===== config.mk =====
export PLATFORM = sky130hd
export DESIGN_NAME = alu_control_unit
export DESIGN_NICKNAME = d
export VERILOG_FILES = /design/src/rtl/alu_control_unit.sv
export SDC_FILE = /design/constraint.sdc
export NUM_CORES = 1
export LEC_CHECK = 0
export ABC_AREA = 1
export BUFFER_PORTS_ARGS = -buffer_cell sky130_fd_sc_hd__buf_2
export CAP_MARGIN = 5
export CELL_PAD_IN_SITES_DETAIL_PLACEMENT = 0
export CELL_PAD_IN_SITES_GLOBAL_PLACEMENT = 1
export CORE_ASPECT_RATIO = 1.4
export CORE_MARGIN = 4
export CORE_UTILIZATION = 39
export CTS_CLUSTER_SIZE = 14
export DETAILED_ROUTE_END_ITERATION = 10
export GPL_TIMING_DRIVEN = 0
export PLACE_DENSITY = 0.91
export RECOVER_POWER = 50
export SYNTH_ARGS = -nofsm -noshare
export SYNTH_HDL_FRONTEND = slang
export SYNTH_SLANG_ARGS = --single-unit

===== constraint.sdc =====
create_clock -name clk -period 3.25 [get_ports clk]
set_input_delay 0.65 -clock clk [delete_from_list [all_inputs] [get_ports clk]]
set_output_delay 0.65 -clock clk [all_outputs]
set_load 0.05 [all_outputs]

===== src/rtl/alu_control_unit.sv =====
// alu_control_unit
// Multi-cycle sequencer for an 8-bit ALU / 4-entry register-file datapath.
// Each instruction passes through FETCH -> DECODE -> EXECUTE -> WRITEBACK.
// Jumps and NOP retire at the end of EXECUTE. HLT parks the unit in HALT until reset.
// The datapath controls are decoded combinationally from the instruction register,
// so they hold steady from DECODE through WRITEBACK.
// Optional feature: define ALU_CTRL_RETIRE_CNT_EN to add the 16-bit `retired`
// output, which counts completed instructions.
module alu_control_unit (
    input  logic        clk,
    input  logic        rst_n,
    input  logic [15:0] instr,
    input  logic        alu_z,
    input  logic        alu_n,
    input  logic        alu_c,
    input  logic        alu_v,
    output logic [7:0]  pc,
    output logic [3:0]  alu_sel,
    output logic [1:0]  rf_ra,
    output logic [1:0]  rf_rb,
    output logic [1:0]  rf_wa,
    output logic        rf_we,
    output logic        wb_sel,
    output logic [7:0]  imm,
    output logic        flag_z,
    output logic        flag_n,
    output logic        flag_c,
    output logic        flag_v,
    output logic        halted
`ifdef ALU_CTRL_RETIRE_CNT_EN
    ,
    output logic [15:0] retired
`endif
);

    typedef enum logic [2:0] {
        S_FETCH,
        S_DECODE,
        S_EXECUTE,
        S_WRITEBACK,
        S_HALT
    } state_t;

    typedef struct packed {
        logic z;
        logic n;
        logic c;
        logic v;
    } flags_t;

    localparam logic [3:0] OP_LAST_WR  = 4'h8;  // INC: the last ALU op that writes rd
    localparam logic [3:0] OP_CMP      = 4'h9;
    localparam logic [3:0] OP_LDI      = 4'hA;
    localparam logic [3:0] OP_JMP      = 4'hB;
    localparam logic [3:0] OP_JZ       = 4'hC;
    localparam logic [3:0] OP_JC       = 4'hD;
    localparam logic [3:0] OP_NOP      = 4'hE;
    localparam logic [3:0] OP_HLT      = 4'hF;

    state_t      state, state_nx;
    logic [7:0]  pc_nx;
    logic [15:0] ir, ir_nx;
    flags_t      flags, flags_nx;
    logic        halted_nx;

    logic [3:0]  opcode;
    logic        is_alu_op;
    logic        writes_rf;

    // Instruction fields, decoded straight from IR.
    assign opcode    = ir[15:12];
    assign is_alu_op = (opcode <= OP_CMP);
    assign writes_rf = (opcode <= OP_LAST_WR) || (opcode == OP_LDI);

    assign alu_sel = is_alu_op ? opcode : 4'h0;
    assign rf_ra   = ir[11:10];
    assign rf_rb   = ir[9:8];
    assign rf_wa   = ir[11:10];
    assign imm     = ir[7:0];
    assign wb_sel  = (opcode == OP_LDI);

    assign flag_z  = flags.z;
    assign flag_n  = flags.n;
    assign flag_c  = flags.c;
    assign flag_v  = flags.v;

    // Next-state, next-register and write-enable logic for the instruction sequencer.
    always_comb begin
        // NOTE: every signal written here gets a default first, so no branch can leave one unassigned and infer a latch.
        state_nx  = state;
        pc_nx     = pc;
        ir_nx     = ir;
        flags_nx  = flags;
        halted_nx = halted;
        rf_we     = 1'b0;

        case (state)
            S_FETCH: begin
                ir_nx    = instr;
                pc_nx    = pc + 8'd1;
                state_nx = S_DECODE;
            end
            S_DECODE: begin
                state_nx = S_EXECUTE;
            end
            S_EXECUTE: begin
                case (opcode)
                    OP_LDI: state_nx = S_WRITEBACK;
                    OP_JMP: begin
                        pc_nx    = imm;
                        state_nx = S_FETCH;
                    end
                    OP_JZ: begin
                        if (flags.z) pc_nx = imm;
                        state_nx = S_FETCH;
                    end
                    OP_JC: begin
                        if (flags.c) pc_nx = imm;
                        state_nx = S_FETCH;
                    end
                    OP_NOP: state_nx = S_FETCH;
                    OP_HLT: begin
                        halted_nx = 1'b1;
                        state_nx  = S_HALT;
                    end
                    default: begin
                        // ALU ops 0x0-0x9: capture the live flags once per instruction.
                        flags_nx = {alu_z, alu_n, alu_c, alu_v};
                        state_nx = S_WRITEBACK;
                    end
                endcase
            end
            S_WRITEBACK: begin
                rf_we    = writes_rf;
                state_nx = S_FETCH;
            end
            S_HALT: begin
                state_nx = S_HALT;
            end
            default: begin
                state_nx = S_FETCH;
            end
        endcase
    end

    // State, program counter, instruction and flag registers.
    always_ff @(posedge clk or negedge rst_n) begin
        if (!rst_n) begin
            state  <= S_FETCH;
            pc     <= 8'h00;
            ir     <= 16'h0000;
            flags  <= '0;
            halted <= 1'b0;
        end else begin
            // NOTE: clocked state is updated with non-blocking assignments only, so every register sees pre-edge values.
            state  <= state_nx;
            pc     <= pc_nx;
            ir     <= ir_nx;
            flags  <= flags_nx;
            halted <= halted_nx;
        end
    end

`ifdef ALU_CTRL_RETIRE_CNT_EN
    logic        retire;
    logic [15:0] retired_q;

    // An instruction completes when EXECUTE or WRITEBACK hands back to FETCH, or enters HALT.
    assign retire = ((state == S_EXECUTE) || (state == S_WRITEBACK)) &&
                    ((state_nx == S_FETCH) || (state_nx == S_HALT));

    // Retired-instruction counter, wraps modulo 2^16.
    always_ff @(posedge clk or negedge rst_n) begin
        if (!rst_n) begin
            retired_q <= 16'h0000;
        end else if (retire) begin
            retired_q <= retired_q + 16'd1;
        end
    end

    assign retired = retired_q;
`endif

endmodule


==> flow_metrics.py, run 1 <==
metrics = {
    "logic_synthesis": {
        "synth-seq-area-share_pct": 48.23,
        "synth_cells": 201,
        "yosysTopAreaCellShare_pct": 48.23,
        "netlist_top_cells_area": "dfrtp_1, nand2_1, buf_4",
        "synth-seq-cells": 32,
        "synth_top_area_cell": "dfrtp_1",
        "synth_area_um2": 1660,
        "ys.warnings.count": 0,
        "synth_fp_nets": 224,
        "synth_cell_types": 23,
        "postSynthAreaPerCell_um2": 8.260,
    },
    "timing": {
        "whs_ps": 474.2,
        "slew_headroom_pct": -16.30,
        "rsz0062_at_grt": "false",
        "fmaxAchievable_ghz": 0.4413,
        "fin_setup_tns_ps": 0,
        "fin_crit_ps": 2266,
        "setup_viol": 0,
        "slew_viol_final": 33,
        "period_share_pct": 69.72,
        "hold_viol": 0,
        "final.setup_skew_ps": 7.479,
        "worstMarginPinSlew_ps": 1744,
    },
    "clock_network": {
        "cts_buffer_depth": 2,
        "ctsResizeCount": 0,
        "cts_root_buf": "clkbuf_8",
        "clock_sinks": 32,
        "cts_buffers": 5,
        "postCtsHoldBufs": 0,
        "cts_setup_buffers": 0,
        "cts_tree": "done",
        "h-tree-depth": 2,
        "clkTransAtPathRegs_ps": 70,
        "clk_latency_ps": 280,
    },
    "worst_setup_path": {
        "cp-start-kind": "flop",
        "worst_path_max_delay_cell": "o21ai_1",
        "worstPathCellList": "o21ai_1, inv_1, nor2_1, buf_2",
        "endpoint_kind": "primary output",
        "crit_path_max_fanout": 7,
        "arrival_ps": 1620,
        "critPathKind": "flop to primary output",
        "critPathMaxStageDelay_ps": 430,
        "worstPathRequired_ps": 2600,
    },
    "die": {
        "start_util_pct": 41.30,
        "num_rows": 27,
        "ios": 55,
        "fp.dieH_um": 85.20,
        "die_area_um2": 5380,
        "fp.dieW_um": 63.15,
        "coreArea_um2": 4020,
    },
    "layout": {
        "area_delta_synth_final_pct": 22.61,
        "diodes": 0,
        "fillCellCount": 396,
        "register_area_um2": 800.8,
        "fin_nets": 285,
        "drive_gt1_share_pct": 33.21,
        "multi_input_area_um2": 649.4,
        "final_common_cell": "nand2_1",
        "mostFrequentLayoutCells": "nand2_1, buf_2, dfrtp_1",
    },
    "routing": {
        "post_drt_via_cell_ratio": 4.662,
        "drc": 0,
        "firstDrtPassIters": 4,
        "drt_wl_total_um": 3692,
        "vias": 1422,
        "drtIter0Drc": 52,
        "wire_per_inst_um": 12.10,
        "antenna_left": 0,
    },
    "run_status": {
        "status": "complete, but fails checks",
        "violations": "max-capacitance violations, max-slew violations",
    },
    "grt": {
        "grt_usage_pct": 14.95,
        "grt_max_degree": 33,
        "grt_pass1_wl_um": 6334,
        "grt_pass1_vias": 1406,
        "antenna_found_initial": 0,
        "grt.overflow.total": 0,
    },
    "job": {
        "drv_cap": 1,
    },
    "min_path": {
        "min_path_type": "flop to flop",
    },
    "placement": {
        "numPortBuffers": 54,
        "place_congestion": 0.8179,
        "dp_hpwl_um": 2737,
    },
}
## cell families (layout without fill, tap and decap cells)
logic type                 count (synthesis)  count (layout)  synth area share, %
AOI/OAI and AO/OA                         16              16                5.124
xor gates and xnor gates                   1               1               0.5276
DFF                                       32              32                48.23
muxes                                     10              10                7.008
buffers and inverters                     35              96                11.91
adders and majority gates                  1               1               0.7535
and+or+nand+nor                          106             106                26.45
## stage by stage
step | instances | setup WS (ps) | cell area (um2) | utilization (%)
floorplan | 201 | 606.4 | 1660 | -
global placement | 298 | 1271 | 1984 | 49.36
detailed placement | 298 | 1272 | 1984 | 49.36
CTS | 305 | 954.8 | 2062 | 51.29
global route | 305 | 824.6 | 2036 | 50.64
finish | 305 | 984.2 | 2036 | 50.64
## state kept, by name, indices dropped and copies added, names as in the netlist
register and flops:
ir 16, pc 8, state 3, halted 1
flag_n 1, flag_z 1, flag_v 1, flag_c 1
## final timing paths
path | from | end | slack, ps | cells past startpoint
worst max-delay path | ir[13] | alu_sel[0] | 980 | 4
worst max register to register | state[2] | flag_z | 1380 | 7
worst min register to register | flag_v | flag_v | 470 | 2
max in group asynchronous | rst_n | state[1] | 1410 | 1
min in group asynchronous | rst_n | ir[4] | 820 | 1
worst min-delay path | flag_v | flag_v | 470 | 2
## critical path, delay by kind of cell, from the launching register on
family	cells	cell delay, ps
AND/OR/NAND/NOR	1	100
flip-flops	1	420
AO/OA/AOI/OAI	1	430
buffers and inverters	2	380
## area by class of cell
| class | count | area share (%) |
|---|---|---|
| Timing Repair Buffer | 54 | 13.21 |
| Clock inverter | 1 | 0.2459 |
| Tap cell | 43 | 2.643 |
| Buffer | 18 | 5.962 |
| Sequential cell | 32 | 39.34 |
| Multi-Input combinational cell | 134 | 31.90 |
| Inverter | 17 | 3.135 |
| Clock buffer | 6 | 3.565 |
## layer usage
metal	share of wire (%)	track usage (%)
met1	42	17.74
met2	52	25.46
met3	4.8	3.576
met4	1.7	6.627
met5	0	0
## synthesized netlist by cell type
master,number
xnor2_1,1
nand2_2,2
nor2_4,1
nor4_1,1
o21ai_1,1
nor3_1,1
nand2_1,70
inv_2,1
mux2_2,9
buf_4,15
mux2_4,1
inv_1,16
a21oi_1,7
nand3_1,12
ha_1,1
nor2_1,17
buf_6,1
buf_2,2
nand2_4,1
o21bai_1,2
dfrtp_1,32
nor2_2,1
o21ai_0,6
Power of run 1 is not shown: default switching activity piles up to over one toggle a cycle in this logic, so the estimate is an artifact.
==> run 2, diff against run 1 <==
--- a/config.mk
+++ b/config.mk
@@ -12,11 +12,11 @@
 export CELL_PAD_IN_SITES_GLOBAL_PLACEMENT = 1
 export CORE_ASPECT_RATIO = 1.4
 export CORE_MARGIN = 4
-export CORE_UTILIZATION = 39
+export CORE_UTILIZATION = 36
 export CTS_CLUSTER_SIZE = 14
 export DETAILED_ROUTE_END_ITERATION = 10
 export GPL_TIMING_DRIVEN = 0
-export PLACE_DENSITY = 0.91
+export PLACE_DENSITY = 0.85
 export RECOVER_POWER = 50
 export SYNTH_ARGS = -nofsm -noshare
 export SYNTH_HDL_FRONTEND = slang
==> constraint.sdc (replaced) <==
create_clock -name clk -period 2.3 [get_ports clk]
set_input_delay 0.46 -clock clk [delete_from_list [all_inputs] [get_ports clk]]
set_output_delay 0.46 -clock clk [all_outputs]
set_load 0.05 [all_outputs]
==> run 2 against run 1 <==
Effect of this change:
- the run still ends with max-capacitance violations, max-slew violations left
- register-to-register slack lost 870 ps
- critical endpoint is now alu_sel[3]
- highest routed layer unchanged
- first-iteration DRC count grew 37%
- critical path type unchanged
- worst setup slack lost 710 ps
- sequential share of layout area shrank 0.92 points
- clock skew shrank 2.9 ps
- wire length shrank 1.2%
==> flow_metrics.py, run 2 (synthesis results as in run 1) <==
metrics = {
    "layout": {
        "final_common_cell": "nand2_1",
        "diodes": 0,
        "max_flop_register": "ir",
        "fin_util_pct": 46.33,
        "area_delta_synth_final_pct": 25.55,
        "fin_nets": 285,
        "reg.largest.list": "ir x16, pc x8, state x3",
        "drive_gt1_share_pct": 33.97,
        "mostFrequentLayoutCells": "nand2_1, buf_2, dfrtp_1",
        "largest_reg_flops": 16,
    },
    "grt": {
        "grt_pass1_vias": 1319,
        "grt_usage_pct": 13.51,
        "grt.overflow.total": 0,
        "met2_usage_pct": 23.78,
        "grt_pass1_wl_um": 5947,
        "busiest_layer": "met2",
        "grt_max_degree": 33,
        "antenna_found_initial": 0,
        "use_met3_pct": 3.685,
        "met1_usage_pct": 15.57,
    },
    "timing": {
        "period_share_pct": 88.15,
        "rsz0062_at_grt": "false",
        "fin_crit_ps": 2027,
        "setup_ws_ps": 272.5,
        "setup_viol": 0,
        "final.setup_skew_ps": 4.536,
        "slew_viol_final": 33,
        "slew_headroom_pct": -15.29,
        "fmaxAchievable_ghz": 0.4932,
        "hold_viol": 0,
        "whs_ps": 406.9,
        "fin_setup_tns_ps": 0,
        "worstMarginPinSlew_ps": 1729,
    },
    "routing": {
        "drt_wl_total_um": 3648,
        "drtIter0Drc": 71,
        "antenna_left": 0,
        "post_drt_via_cell_ratio": 4.373,
        "drc": 0,
        "wire_per_inst_um": 11.26,
        "firstDrtPassIters": 4,
        "vias": 1417,
    },
    "die": {
        "fp.dieW_um": 65.40,
        "ios": 55,
        "start_util_pct": 36.90,
        "fp.dieH_um": 88.36,
        "die_area_um2": 5778,
        "coreArea_um2": 4499,
        "num_rows": 29,
    },
    "worst_setup_path": {
        "endpoint_kind": "primary output",
        "cp_top_family": "flip-flops",
        "worst_path_max_delay_cell": "dfrtp_1",
        "cp-start-kind": "flop",
        "crit_path_max_fanout": 7,
        "critPathBufInv": 2,
        "critPathKind": "flop to primary output",
        "worstPathRequired_ps": 1840,
        "critPathMaxStageDelay_ps": 420,
        "worstPathCellList": "o21ai_1, inv_1, nor2_1, buf_2",
        "rr_endpoint": "flag_n",
        "worstRegToRegCells": 7,
        "r2r_slack_ps": 510,
        "arrival_ps": 1570,
        "reg2reg_from": "state[2]",
    },
    "clock_network": {
        "h-tree-depth": 2,
        "cts_root_buf": "clkbuf_8",
        "cts_setup_buffers": 0,
        "postCtsHoldBufs": 0,
        "clkTransAtPathRegs_ps": 70,
        "cts_buffers": 5,
        "ctsResizeCount": 0,
        "cts_buffer_depth": 2,
        "clk_latency_ps": 280,
        "clock_sinks": 32,
        "cts_tree": "done",
    },
    "placement": {
        "numPortBuffers": 54,
        "dp_hpwl_um": 2740,
        "place_congestion": 0.7961,
        "dp_slack_ps": 563.7,
    },
    "min_path": {
        "hp-start": "instr[5]",
        "whs_endpoint": "ir[5]",
        "min_path_cells": 2,
        "min_path_type": "input port to flop",
    },
    "job": {
        "drv_cap": 1,
    },
    "run_status": {
        "violations": "max-capacitance violations, max-slew violations",
        "status": "complete, but fails checks",
    },
}
-- run 2: metrics by stage --
| stage | instance area, um2 | instances |
|---|---|---|
| floorplan | 1667 | 201 |
| global route | 2085 | 324 |
| CTS | 2111 | 324 |
| detailed placement | 2014 | 317 |
| global placement | 2014 | 317 |
| finish | 2085 | 324 |
-- run 2: worst max path at each step --
stage | from | endpoint | slack (ps) | depth (start not counted)
floorplan | ir[14] | wb_sel | 260 | 3
global placement | ir[13] | alu_sel[0] | 530 | 4
detailed placement | ir[13] | alu_sel[3] | 560 | 4
CTS | ir[13] | alu_sel[3] | 250 | 4
global route | ir[13] | alu_sel[3] | 70 | 4
finish | ir[13] | alu_sel[3] | 270 | 4
-- run 2: cell type report --
cell class / count / area, um2
buffer: 18 / 121.4
clock buffer: 7 / 96.34
fill: 483 / 2415
inverter: 17 / 63.81
multi-input combinational: 134 / 655.6
sequential: 32 / 800.8
tap: 62 / 77.57
timing repair buffer: 54 / 269.0
-- run 2: per-layer routing --
layer	wire length, um	share of wire [%]	vias up
met4	64	1.8	0
met1	1545	42	651
li1	-	-	735
met3	142	3.9	5
met5	0	0	-
met2	1894	52	26
Power of run 2 is left out for the same reason.
